<file path="src/rtl/mem_access_unit.sv">
// mem_access_unit: ME-stage load/store bus master (IDLE/BUSY/DONE); define MAU_TIMEOUT_EN for a BUSY-cycle ack timeout.
module mem_access_unit #(
  parameter int TIMEOUT_CYCLES = 255
) (
  input  logic        iClk,
  input  logic        iRst,
  input  logic        iReq,
  input  logic        iWe,
  input  logic [2:0]  iFunct3,
  input  logic [31:0] iAddr,
  input  logic [31:0] iWData,
  input  logic        iFlush,
  output logic        oStall,
  output logic [31:0] oRData,
  output logic        oRValid,
  output logic        oFault,
  output logic [1:0]  oFaultCause,
  output logic        oBusReq,
  output logic        oBusWe,
  output logic [31:0] oBusAddr,
  output logic [3:0]  oBusBe,
  output logic [31:0] oBusWData,
  input  logic        iBusAck,
  input  logic [31:0] iBusRData,
  input  logic        iBusErr
);
  typedef enum logic [1:0] {IDLE, BUSY, DONE} state_t;
  state_t state;
  logic [2:0] f3;
  logic [1:0] lane;
  logic flushed, valid_q, fault_q, illegal, misalign, flush_now, tmo;
  logic [3:0] be;
  logic [31:0] wd, sh, ld;
  always_comb begin
    illegal = iFunct3 == 3'b011 || iFunct3[2:1] == 2'b11 || (iWe && iFunct3[2]);
    misalign = (iFunct3[1:0] == 2'b01 && iAddr[0]) || (iFunct3[1:0] == 2'b10 && iAddr[1:0] != 2'b00);
    be = iFunct3[1:0] == 2'b00 ? 4'b0001 << iAddr[1:0] : iFunct3[1:0] == 2'b01 ? 4'b0011 << iAddr[1:0] : 4'b1111;
    wd = iFunct3[1:0] == 2'b00 ? {4{iWData[7:0]}} : iFunct3[1:0] == 2'b01 ? {2{iWData[15:0]}} : iWData;
    sh = iBusRData >> {lane, 3'b000};
    ld = f3 == 3'b000 ? {{24{sh[7]}}, sh[7:0]} :
         f3 == 3'b001 ? {{16{sh[15]}}, sh[15:0]} :
         f3 == 3'b100 ? {24'b0, sh[7:0]} :
         f3 == 3'b101 ? {16'b0, sh[15:0]} : iBusRData;
    flush_now = flushed | iFlush;
  end
`ifdef MAU_TIMEOUT_EN
  localparam int CW = TIMEOUT_CYCLES > 255 ? $clog2(TIMEOUT_CYCLES + 1) : 8;
  logic [CW-1:0] cnt;
  assign tmo = cnt == CW'(TIMEOUT_CYCLES - 1);
  always_ff @(posedge iClk or posedge iRst)
    if (iRst) cnt <= '0;
    else cnt <= state == BUSY ? cnt + 1'b1 : '0;
`else
  assign tmo = 1'b0;
`endif
  assign oStall = ~iRst & ((state == IDLE && iReq && !iFlush) || state == BUSY);
  assign oRValid = valid_q & ~iFlush;
  assign oFault = fault_q & ~iFlush;
  always_ff @(posedge iClk or posedge iRst) begin
    if (iRst) begin
      state <= IDLE;
      {f3, lane, flushed, valid_q, fault_q, oFaultCause, oRData} <= '0;
      {oBusReq, oBusWe, oBusAddr, oBusBe, oBusWData} <= '0;
    end else begin
      case (state)
        IDLE: if (iReq && !iFlush) begin
          f3 <= iFunct3;
          lane <= iAddr[1:0];
          flushed <= 1'b0;
          if (illegal || misalign) begin
            state <= DONE;
            fault_q <= 1'b1;
            oFaultCause <= illegal ? 2'b11 : 2'b00;
          end else begin
            state <= BUSY;
            oBusReq <= 1'b1;
            oBusWe <= iWe;
            oBusAddr <= {iAddr[31:2], 2'b00};
            oBusBe <= be;
            oBusWData <= wd;
          end
        end
        BUSY: begin
          flushed <= flush_now;
          if (iBusAck) begin
            state <= DONE;
            oBusReq <= 1'b0;
            oRData <= ld;
            valid_q <= !flush_now && !iBusErr && !oBusWe;
            fault_q <= !flush_now && iBusErr;
            oFaultCause <= 2'b01;
          end else if (tmo) begin
            state <= DONE;
            oBusReq <= 1'b0;
            fault_q <= !flush_now;
            oFaultCause <= 2'b10;
          end
        end
        default: begin
          state <= IDLE;
          valid_q <= 1'b0;
          fault_q <= 1'b0;
        end
      endcase
    end
  end
endmodule

</file>
<file path="config.mk">
export PLATFORM = sky130hd
export DESIGN_NAME = mem_access_unit
export DESIGN_NICKNAME = d
export VERILOG_FILES = /design/src/rtl/mem_access_unit.sv
export SDC_FILE = /design/constraint.sdc
export NUM_CORES = 1
export LEC_CHECK = 0
export ABC_AREA = 1
export CORE_UTILIZATION = 44
export CTS_CLUSTER_SIZE = 14
export DETAILED_ROUTE_END_ITERATION = 16
export GPL_TIMING_DRIVEN = 0
export PLACE_DENSITY = 0.83
export SLEW_MARGIN = 5
export SYNTH_ARGS = -nofsm -noshare
export SYNTH_HDL_FRONTEND = slang
export SYNTH_SLANG_ARGS = --single-unit
export TNS_END_PERCENT = 30
</file>
<file path="constraint.sdc">
create_clock -name iClk -period 4.4 [get_ports iClk]
set_input_delay 0.88 -clock iClk [delete_from_list [all_inputs] [get_ports iClk]]
set_output_delay 0.88 -clock iClk [all_outputs]
set_load 0.03 [all_outputs]
</file>
# Yosys cells after proc, flatten, opt, wreduce, memory -nomap -nowiden
# Cells that the tools add are included.
# classes
eq_ne	12
n_shift	3
mux	29
n_bitwise	8
n_reduce_logical	32
# op_table
op	n
32-bit two-way mux	6
32-bit by 5-bit >> shifter with 16-bit output	1
2-bit two-way mux	7
2-bit AND reduction	5
1-bit logical AND	9
1-bit two-way mux	8
4-bit two-way mux	2
1-bit one-hot mux with 2 select lines	4
2-bit one-hot mux with 2 select lines	2
4-bit AND reduction	2
3-bit equality test, second input constant	2
3-bit AND reduction	2
1-bit logical OR	5
2-bit by 1-bit equality test with 1-bit output, second input constant	2
2-bit equality test, second input constant	2
1-bit logical NOT	4
2-bit logical NOT	2
2-bit by 1-bit inequality test with 1-bit output, second input constant	2
2-bit inequality test, second input constant	2
1-bit NOT	4
2-bit nonzero test	2
1-bit by 2-bit << shifter with 4-bit output, first input constant	1
2-bit by 2-bit << shifter with 4-bit output, first input constant	1
1-bit AND	3
4 further kinds	4
# word_totals
reg_bits	112
in_bits	106
output_inout_bits	107
elab_cells	97

# Logic depth before layout (Yosys ltp)
# Gate-level depths: netlist of run 1.
# logic_depth
ltp_word	7
depth_mapped	12
ltp_nobuf	10

# Worst setup path after synthesis of run 1
# OpenSTA, ideal clock, no wires.
# synth_timing
path_type	in2out
start	input iReq
end	output oStall
t_arrival_ns	1.869
required_time_ns	3.520
slack_ns	1.651
cell_stages	5
path_buffers	1
path_cell_list	inv_1 > nor2_1 > nand2_1 > clkbuf_1 > a21oi_1
# synth_between
elab_chain_cells	4
# synth_lines
element	line_no	text
from (decl)	7	input logic iReq,
1-bit logical AND (2 in series)	56	assign oStall = ~iRst & ((state == IDLE && iReq && !iFlush) || state == BUSY);
1-bit logical OR	56	
1-bit AND	56	
to (decl)	13	output logic oStall,
# Every way passes these cells.

# Final worst setup path of run 1
# layout_timing
start	input iFlush
end	output oStall
# layout_between
elab_chain_cells	4
# layout_lines
element	line_no	text
from (decl)	12	input logic iFlush,
1-bit logical NOT	56	
1-bit logical AND	56	
1-bit logical OR	56	
1-bit AND	56	
# Every way passes these cells.

==> results.yml, run 1 <==
power_and_ir_drop:
  clock_network_fraction_of_total_power_pct: 18.6
  leakage_nw: 4.06
  swShare_pct: 40.5
  pwr_density_cell_nw_per_um2: 599
  power.ir.vdd_worst_v: 0.000327
  share_seq_of_total_power_pct: 33.2
  comb_power_share_pct: 48.2
  power.switching_mw: 1.99
  finalPower_mw: 4.90
  internal_power_mw: 2.91
logic_synthesis:
  synthesis.area_per_instance_sq_um: 7.65
  ranking_of_synthesized_cells_by_area: "dfrtp_1 51%, nand2_1 24%, o21ai_0 4.0%"
  postSynthRegisterBits: 112
  synth_warnings: 0
  synthesis.area_sq_um: 5500
  yosysMostFrequentCell: "nand2_1"
  synth_enable_flop_cells: 0
  synth_sequential_area_ratio_pct: 51.0
  synth_top_area_share_pct: 51.0
  synth_cell_count_leaders: "349 x nand2_1, 112 x dfrtp_1, 46 x inv_1"
  post_synth_num_cell_types: 29
  dominantRegCellSynth: "dfrtp_1"
  yosysTopAreaCell: "dfrtp_1"
  synth_async_sr_flop_share_pct: 100
  postSynthCellCount: 719
worst_setup_path:
  crit_path_frequent_cell: "clkdlybuf4s50_1"
  crit_path_cell_trace: "clkdlybuf4s50_1 > nor2_1 > nand2_1 > clkbuf_1 > a21oi_1 > clkdlybuf4s50_1"
  end_kind: "output port"
  critical-path-top-delay-family: "buffers and inverters"
  crit_path_start_kind: "primary input"
  path_max_fanout: 10
  critPathKind: "primary input to output port"
  path_buf_inv: 3
  required_ns: 3.52
  cp_slowest_stage_delay_ns: 0.70
  cpMaxStageDelayCell: "clkdlybuf4s50_1"
  cp_data_arrival_time_ns: 2.85
clock_network:
  h-tree-depth: 3
  ctsHoldBuffers: 0
  cts_made_buffers: 9
  worst_setup_hold_path_clk_slew_ns: 0.08
  clock_path_buffers: 2
  worstSkewPairLatency_ns: 0.35
  cts_resized: 0
  cts_setup_buffers: 0
  root_buffer_cell: "clkbuf_16"
  cts.sinks: 112
  cts_tree: "yes"
flow_run:
  cap_violations: 0
timing:
  tightestPinTransition_ns: 0.664
  setup_slack_ns: 0.669
  worst_clock_skew_ns: 0.0110
  timing.final.max_slew_violations: 0
  fin_crit_ns: 3.73
  hold-worst-slack_ns: 0.476
  report.final.setup_viol: 0
  final.period_utilization_pct: 84.8
  grt_setup_unrepaired: "false"
  worst_slew_margin_rel_pct: 55.5
  hold_violations: 0
  upper_clock_frequency_limit_mhz: 268
grt:
  grt.overflow.total: 0
  grt.total_usage_pct: 26.7
  grt_pass1_vias: 5332
  grt_first_pass_wirelength_um: 26500
  antenna_found_initial: 0
  maximum_number_of_pins_on_one_net_before_global_route_repair: 67
drt:
  final_antenna_net_count: 0
  wl_per_cell_um: 15.1
  first_iter_violations: 493
  via_count: 5498
  remaining_drc_errors: 0
  detail_route.vias_per_cell: 4.93
  drt_wl_total_um: 16800
  dr.pass1.iters: 5
final_layout:
  final-instance-count-excl-fill: 1115
  n_antenna_cell: 0
  finalCoreUtilization_pct: 67.6
  layout-area-overhead-vs-synth_pct: 48.8
  layout-drive-gt1-share_pct: 6.34
  final_net_count: 1052
  multi_input_comb_area_sq_um: 2310
  nFillCells: 1003
  ff_latch_area_sq_um: 2800
die:
  die_h_um: 114
  rows: 40
  die_w_um: 114
  design.core.area_sq_um: 12100
  area_of_the_die_sq_um: 12900
  floorplan.initialDensity_pct: 45.4
  design.portCount: 213
hold_path:
  worst_hold_path_type: "flip-flop to flip-flop"
placed_design:
  place_worst_setup_slack_ns: 0.670
  globalplace.congestion: 0.938
  placement.io_buffers: 210
  detail_placement_hpwl_um: 12500
  placed_cells_incl_taps: 1099
status:
  status: "complete, no violations"
area by class of cell:
class                           count  area share, %
Inverter                           50           2.35
Tap cell                          168           2.57
Sequential cell                   112           34.3
Timing Repair Buffer              211           26.0
Clock buffer                        9           2.75
Buffer                             36           2.45
Clock inverter                      7           1.36
Multi-Input combinational cell    522           28.2
path summary, 6_finish.rpt:
kind,start,end,slack [ns],depth (start not counted)
min in group asynchronous,iRst,oBusAddr[5],0.94,2
setup reg to reg,state[1],oRData[29],2.46,6
hold / removal,oBusReq,oBusReq,0.48,2
hold reg to reg,oBusReq,oBusReq,0.48,2
setup / recovery,iFlush,oStall,0.67,6
max in group asynchronous,iRst,oRData[10],2.78,3
worst min-delay path: stages (launching register included):
cell     delay [ns]
dfrtp_1        0.34
nand2_1        0.05
nand2_1        0.05
flip-flops by register name, summed over array words and instances, names as in the netlist:
name and cells:
oBusAddr 30, lane 2, valid_q 1, f3 3
oBusWe 1, oBusWData 32, fault_q 1, oFaultCause 2
state 2, flushed 1, oRData 32, oBusBe 4
oBusReq 1
stage by stage:
stage               area, sq um  TNS [ns]
finish                     8180         0
detailed placement         7850         0
global placement           7810   -128.87
CTS                        8180         0
global route               8180         0
floorplan                  5500         0
placed cells by master (no fill, tap or decap), drive strengths merged:
| master | Yosys | layout |
|---|---|---|
| a21boi | 7 | 7 |
| a21oi | 10 | 10 |
| a2bb2oi | 3 | 3 |
| a31oi | 1 | 1 |
| a32o | 1 | 1 |
| buf | 18 | 19 |
| bufinv | 0 | 2 |
| clkbuf | 18 | 27 |
| clkdlybuf4s50 | 0 | 210 |
| clkinv | 1 | 3 |
| conb | 1 | 2 |
| dfrtp | 112 | 112 |
| ha | 4 | 4 |
| inv | 49 | 52 |
| nand2 | 350 | 350 |
| nand3 | 31 | 31 |
| nor2 | 19 | 19 |
| nor3 | 2 | 2 |
| o211ai | 12 | 12 |
| o21a | 12 | 12 |
| o21ai | 46 | 46 |
| o22ai | 2 | 2 |
| or2 | 20 | 20 |
routing by layer:
| layer | part of all wire [%] | wire length, um | GRT usage, % | vias to the layer above |
|---|---|---|---|---|
| met5 | 0 | 0 | 0 | - |
| met4 | 1.7 | 293 | 8.40 | 0 |
| met3 | 11 | 1780 | 8.50 | 22 |
| met2 | 47 | 7860 | 43.5 | 252 |
| met1 | 41 | 6860 | 34.0 | 2538 |
| li1 | - | - | - | 2686 |
power groups by stage:
stage               combinational, mW  sequential (mW)  clock [mW]
floorplan                       0.637             2.31           0
global placement                 2.33             1.63           0
detailed placement               2.37             1.63           0
CTS                              2.37             1.62       0.932
global route                     2.52             1.67       0.970
finish                           2.36             1.62       0.911
logic make-up (layout without fill, tap and decap cells):
family,Yosys count,in the layout,synth area share (%)
simple gates,422,422,30.7
compound gates,94,94,10.3
other cells,1,2,0.0682
flops,112,112,51.0
buf+inv,86,313,7.05
fa+ha+maj,4,4,0.910
Power figures use the tool's default switching activity.
==> inputs of run 2 (changes only) <==
clock period = 3.8 ns   (was 4.4 ns; I/O delays follow)
==> results of run 2 <==
Same layout as run 1 (identical final DEF). Status: complete, no violations.
Among the figures that moved: setup slack after placement 0.670 ns -> 0.310 ns; setup slack after layout 0.669 ns -> 0.309 ns; register-to-register setup slack 2.46 ns -> 1.86 ns; total power 4.90 mW -> 5.67 mW; worst IR drop on VDD 0.000327 V -> 0.000379 V
